`src/rtl/mult_mac_ctrl.sv`:
```
// Operand-pair sequencer and wide accumulator sitting behind mult32x32_fast.
// Issues each accepted pair to the multiplier and presents the running sum when the last pair completes.
module mult_mac_ctrl #(
   parameter int ACC_W = 72,
   parameter int CNT_W = 16
) (
   input  logic             clk,
   input  logic             reset,
   input  logic             in_valid,
   output logic             in_ready,
   input  logic [31:0]      in_a,
   input  logic [31:0]      in_b,
   input  logic             in_last,
   output logic             mult_start,
   output logic [31:0]      mult_a,
   output logic [31:0]      mult_b,
   input  logic             mult_busy,
   input  logic [63:0]      mult_product,
   output logic             out_valid,
   input  logic             out_ready,
   output logic [ACC_W-1:0] acc_out,
   output logic [CNT_W-1:0] pair_cnt,
   output logic             overflow
);

   typedef enum logic [2:0] {
      IDLE,
      ISSUE,
      WAIT_HI,
      WAIT_LO,
      ACCUM,
      OUT
   } state_t;

   state_t         state;
   state_t         state_nxt;
   logic           last_q;
   logic           take;
   logic [ACC_W:0] sum;

   assign take = (state == IDLE) && in_valid && in_ready;
   assign sum  = {1'b0, acc_out} + {{(ACC_W - 63){1'b0}}, mult_product};

   always_ff @(posedge clk or posedge reset) begin
      if (reset) state <= IDLE;
      else       state <= state_nxt;
   end

   // NOTE: next state gets its default before the case so no path leaves it unassigned (no latch).
   always_comb begin
      state_nxt = state;
      case (state)
         IDLE:    if (take) state_nxt = ISSUE;
         ISSUE:   state_nxt = WAIT_HI;
         WAIT_HI: if (mult_busy) state_nxt = WAIT_LO;
         WAIT_LO: if (!mult_busy) state_nxt = ACCUM;
         ACCUM:   state_nxt = last_q ? OUT : IDLE;
         OUT:     if (out_ready) state_nxt = IDLE;
         default: state_nxt = IDLE;
      endcase
   end

   // Handshake outputs are registered from the next state, so they are glitch-free and clear under reset.
   // NOTE: all state here uses non-blocking assignments so every flop samples pre-edge values.
   always_ff @(posedge clk or posedge reset) begin
      if (reset) begin
         in_ready   <= 1'b0;
         mult_start <= 1'b0;
         out_valid  <= 1'b0;
         mult_a     <= '0;
         mult_b     <= '0;
         last_q     <= 1'b0;
         acc_out    <= '0;
         pair_cnt   <= '0;
         overflow   <= 1'b0;
      end else begin
         in_ready   <= (state_nxt == IDLE);
         mult_start <= (state_nxt == ISSUE);
         out_valid  <= (state_nxt == OUT);
         if (take) begin
            mult_a <= in_a;
            mult_b <= in_b;
            last_q <= in_last;
         end
         if (state == ACCUM) begin
            acc_out  <= sum[ACC_W-1:0];
            pair_cnt <= pair_cnt + CNT_W'(1);
            if (sum[ACC_W]) overflow <= 1'b1;
         end
         if (state == OUT && out_ready) begin
            acc_out  <= '0;
            pair_cnt <= '0;
            overflow <= 1'b0;
         end
      end
   end

endmodule

```
`config.mk`:
```
export PLATFORM = sky130hd
export DESIGN_NAME = mult_mac_ctrl
export DESIGN_NICKNAME = d
export VERILOG_FILES = /design/src/rtl/mult_mac_ctrl.sv
export SDC_FILE = /design/constraint.sdc
export NUM_CORES = 1
export LEC_CHECK = 0
export CORE_UTILIZATION = 49
export CTS_CLUSTER_DIAMETER = 30
export DETAILED_ROUTE_END_ITERATION = 6
export PLACE_DENSITY_LB_ADDON = 0.05
export REMOVE_ABC_BUFFERS = 1
export SLEW_MARGIN = 20
export SYNTH_ARGS = -nofsm -noshare
export SYNTH_HDL_FRONTEND = slang
export SYNTH_SLANG_ARGS = --single-unit
```
`constraint.sdc`:
```
create_clock -name clk -period 6.75 [get_ports clk]
set_input_delay 1.35 -clock clk [delete_from_list [all_inputs] [get_ports clk]]
set_output_delay 1.35 -clock clk [all_outputs]
set_load 0.01 [all_outputs]
```
# After elaboration in Yosys (flattened, before gate mapping)
# Index checks and enable logic that the tools add are counted.
[word_totals]
ff_bits = 160
latch_bits = 0
ram_bits = 0
romBits = 0
input_bits = 134
output_inout_bits = 156
word_cells = 40
memories = 0
[classes]
n_addsub = 2
mul = 0
div = 0
n_lt_le_gt_ge = 0
eq_ne = 7
shift = 0
n_mux = 13
bitwise_logic = 0
reduce_logical = 8
[op_table]
columns = ["cell", "count"]
rows = [
  ["72-bit two-way mux", 2],
  ["72-bit by 64-bit adder with 73-bit output", 1],
  ["16-bit two-way mux", 2],
  ["3-bit case mux with 6 select lines", 1],
  ["16-bit by 1-bit adder with 16-bit output (second input constant)", 1],
  ["3-bit two-way mux", 5],
  ["3-bit == test (second input constant)", 3],
  ["3-bit by 1-bit == test with 1-bit output (second input constant)", 2],
  ["3-bit by 2-bit == test with 1-bit output (second input constant)", 2],
  ["3-bit zero test", 2],
  ["2-bit nonzero test", 2],
  ["1-bit logical AND", 3],
  ["1-bit two-way mux", 3],
  ["2-bit AND reduction", 1],
]

# Depth between registers and ports, before layout
[logic_depth]
ltp_word = 6
ltp_mapped = 13

# Least setup slack after synthesis
# No wires, ideal clock.
[synth_timing]
kind = "input to register"
start = "in mult_product[9]"
end = "reg acc_out[59]"
setup_ns = 0.122
arrival_time_ns = 3.801
required_ns = 6.628
setup_slack_ns = 2.828
path_stages = 11
path_buffers = 0
path_cell_list = "ha_1 > a21oi_1 > nand2_1 > a221o_1 > a31oi_4 > nor4_2 > or4_4 > nand3_4 > a21boi_2 > or3_1 > a32o_1"
[synth_via]
elab_chain_len = 3
[synth_lines]
columns = ["item", "line", "text"]
rows = [
  ["start, declared", "18", "input logic [63:0] mult_product,"],
  ["72-bit by 64-bit adder with 73-bit output", "42", "assign sum = {1'b0, acc_out} + {{(ACC_W - 63){1'b0}}, mult_product};"],
  ["72-bit two-way mux", "85", "if (state == ACCUM) begin"],
  ["72-bit two-way mux", "90", "if (state == OUT && out_ready) begin"],
  ["end signal, assigned", "86", "acc_out <= sum[ACC_W-1:0];"],
  ["end, declared", "21", "output logic [ACC_W-1:0] acc_out,"],
]
# Every way passes these cells. The select of a mux whose other input is x is not followed.
# A chain may end at the register's enable or synchronous reset.

# Worst setup path after layout
[layout_timing]
start = "in mult_product[0]"
end = "reg acc_out[40]"
# Same word-level chain as after synthesis.

==> out/summary.md <==
Total vias in the final route: 9183. After routing the design area is 13600 um2. The count of nets left with antenna violations once routing finished came out at 0. For the worst-skew pair, the clock arrives at the later sink with an insertion delay of 0.45 ns. The final count of pins violating max slew is 0. The tree is rooted in a clkbuf_16. The cell type of the slowest stage on the worst timing path is clkdlybuf4s50_1.

On the final layout, the worst clock skew is 0.00979 ns. Static timing analysis puts the maximum clock frequency at 230 MHz. The worst setup path is captured at a flip-flop.

The flow ran to the end, and the final reports show no timing, DRC or antenna violations. Setup violations remaining at the end of the flow were counted as 0. Port buffering added 289 buffers. At the pin with the least slew margin, the transition time is 0.750 ns. Summing internal, switching and leakage power gives 6.57 mW. For the initial antenna violation count, the log shows 1.

The area fraction of the dominant cell type after synthesis was 40.2%. The CTS buffer count was 17. The first global-routing pass estimated 45200 um of wire.

Ranked by total cell area, the synthesized netlist is headed by dfrtp_1 40%, ha_1 8.2%, mux2_2 7.2%. The largest fanout of any net on the critical path was 3. Entering global routing, the biggest net connects 62 pins. The number of cell rows is 51.

Once the clock tree was built, the resizer swapped 0 gates to a different size. Setup repair after global routing left no endpoint under its margin. Of all flip-flops after synthesis, the portion carrying an async set or reset was 100%. In the routed layout, each cell is associated on average with a via count of 5.71.

Averaged over all synthesized cells, the footprint is 9.33 um2. After global routing the overflow that remains totals 0. After the last flow step, the layout net total stands at 1529. Synthesis inferred 160 register bits.

Clock-pin slew was measured on the worst setup and hold paths at 0.07 ns. The detail-routed net length per standard cell is 18.1 um. The die is 145 um wide.

The analysis attributes to cell leakage a power of 5.83 nW. Counting the fill cells in the layout gives 1596. In this run the vertical extent of the chip is 145 um. In the routed design, unresolved DRC markers number 0. The tightest hold path in the finished design has a slack of 0.504 ns. Of all cell types, the one taking the most synthesized area is dfrtp_1. For this block, the initial DRC count from the detailed router was 435. The run gives 0 as the count of final hold-check violations. In the post-synthesis netlist, the cell with the most instances is dfrtp_1. The ratio of cells with drive above 1 in the final layout is 9.55%, and the fraction of the cycle the final worst path needs is 64.5%. The boundary pin count is 290. Post-CTS timing repair inserted 0 buffers for setup. The floorplan core area was 19700 um2. By count the netlist is led by 160 x dfrtp_1, 137 x nand2_1, 105 x o21ai_0. Across the run, the number of max-cap violations was 0. The run gives 0.913 as the routability congestion estimate. For this run, the leading register cell type out of synthesis is dfrtp_1. The mapped netlist covers 9970 um2. The critical path start-end classification was in2reg.

The global router's overall resource usage was 28.2%. Traced cell by cell, the critical path runs through clkdlybuf4s50_1, ha_1, inv_1, fa_1, nand2b_1, a21o_1, a211oi_1, o311ai_0, nand2b_1, nor2b_1, nand2_1, a21oi_1, o21ai_0, a32o_1. The clock sink total is 160. Compared with the post-synthesis result, the final layout area differs by 36.4%. Power density of the placed cells: 483 nW/um2.

Most used cell along the critical path: nand2b_1. The data arrival time at the worst-slack endpoint is 4.68 ns. The largest single stage delay on the critical path is 0.46 ns. Detailed placement finished with a half-perimeter wire length of 21600 um. For this design, the CTS-stage hold fixing added 0 buffers. The run gives 1068 as the synthesized instance count. The area of the die was 20900 um2. The logs give 0.000264 V for the maximum vdd drop and 4 for the H-tree depth reported by CTS. Counting flops with a built-in enable in the synthesized netlist gives 0. For the final wirelength, the log shows 29100 um.

The element type at the critical path start was a primary input. The maximum count of clock buffers along a single path came out at 2. Once the floorplan was initialized, standard cells occupied 50.6% of the core. The first TritonRoute pass finished after 4 iterations.

Counting I/O delays and the setup requirement, the final critical path takes 4.35 ns. For the via count of the first global-routing pass, the log shows 8860. The total negative slack is 0 ns, and the data required time at the worst endpoint is 7.08 ns.

In this run the tightest slew margin relative to its limit is 49.5%. Summing all placed instances gives a cell area of 13000 um2. TritonCTS built the clock tree. Of the synthesized area, sequential elements account for 40.2%. The type of the tightest min-delay check is reg2reg. The tools report the number of library cell types mapped by synthesis as 71. For the count of yosys warnings during synthesis, the log shows 0.
==> sequential cells by signal, indices dropped and copies added, names as in the netlist <==
signal and flops:
mult_start 1, pair_cnt 16, mult_b 32, state 3, in_ready 1, out_valid 1, acc_out 72, overflow 1
last_q 1, mult_a 32
==> cell usage in the layout (no fill, tap or decap), drive strengths merged, types with 12 or more instances in the layout <==
master	n
ha	65
or3	16
a21o	28
inv	33
clkbuf	17
nor3	14
dfrtp	160
nand3	30
mux2	64
o21ai	108
a31oi	12
nand4	24
xnor2	42
xor2	27
nor2	57
nand2	137
a21oi	89
clkdlybuf4s50	289
==> path summary, 6_finish.rpt <==
kind,start,endpoint,slack (ns),cells past startpoint
setup / recovery,mult_product[0],acc_out[40],2.40,14
hold / removal,acc_out[57],acc_out[57],0.50,2
setup reg to reg,acc_out[0],acc_out[40],3.37,13
hold reg to reg,acc_out[57],acc_out[57],0.50,2
max in group asynchronous,reset,acc_out[14],4.28,3
min in group asynchronous,reset,mult_a[15],1.32,2
==> cell type report <==
| cell class | instances | area, um2 | area share (%) |
|---|---|---|---|
| multi-input cells | 830 | 5640 | 41.4 |
| flip-flops and latches | 160 | 4000 | 29.4 |
| repair buffers | 295 | 2940 | 21.6 |
| clock buffers | 17 | 425 | 3.13 |
| well taps | 265 | 332 | 2.44 |
| clock inverters | 14 | 165 | 1.21 |
| inverters | 25 | 98.8 | 0.727 |
| diodes | 1 | 2.50 | 0.0184 |
==> report_power, final <==
group	switching (mW)	total (mW)	internal, mW
sequential	0.345	1.75	1.40
clock	0.480	0.978	0.498
combinational	1.96	3.85	1.88
total	2.79	6.57	3.79
==> worst max-delay path, delay by kind of cell <==
family	cells	cell delay (ns)
simple gates	4	0.79
fa+ha+maj	2	0.54
compound gates	6	1.48
buf+inv	2	0.51
==> cell families (layout without fill, tap and decap cells) <==
| logic type | after synthesis | count (layout) | share of synthesized area, % |
|---|---|---|---|
| AND/OR/NAND/NOR | 321 | 321 | 15.2 |
| AO/OA/AOI/OAI | 308 | 308 | 19.3 |
| adder cells (fa/ha/maj) | 66 | 66 | 8.36 |
| XOR/XNOR | 69 | 69 | 6.06 |
| buffers and inverters | 78 | 351 | 3.49 |
| flip-flops | 160 | 160 | 40.2 |
| multiplexers | 66 | 66 | 7.43 |
| other | 0 | 1 | 0 |
==> layer usage <==
metal	vias up	GRT usage [%]	share of wire, %
met5	-	0	0
met1	4440	34.8	42
li1	4383	-	-
met2	311	46.6	49
met3	49	7.95	7.2
met4	0	11.0	2.4
==> per-stage QoR <==
stage	instances	setup WS, ns	util [%]
after global placement	1575	2.06	66.0
final	1607	2.40	69.0
after global routing	1607	2.19	69.0
after CTS	1606	2.44	69.0
after detailed placement	1575	2.03	66.0
after floorplan	1015	1.08	-
Note: power is estimated with default switching activity, not from simulation.
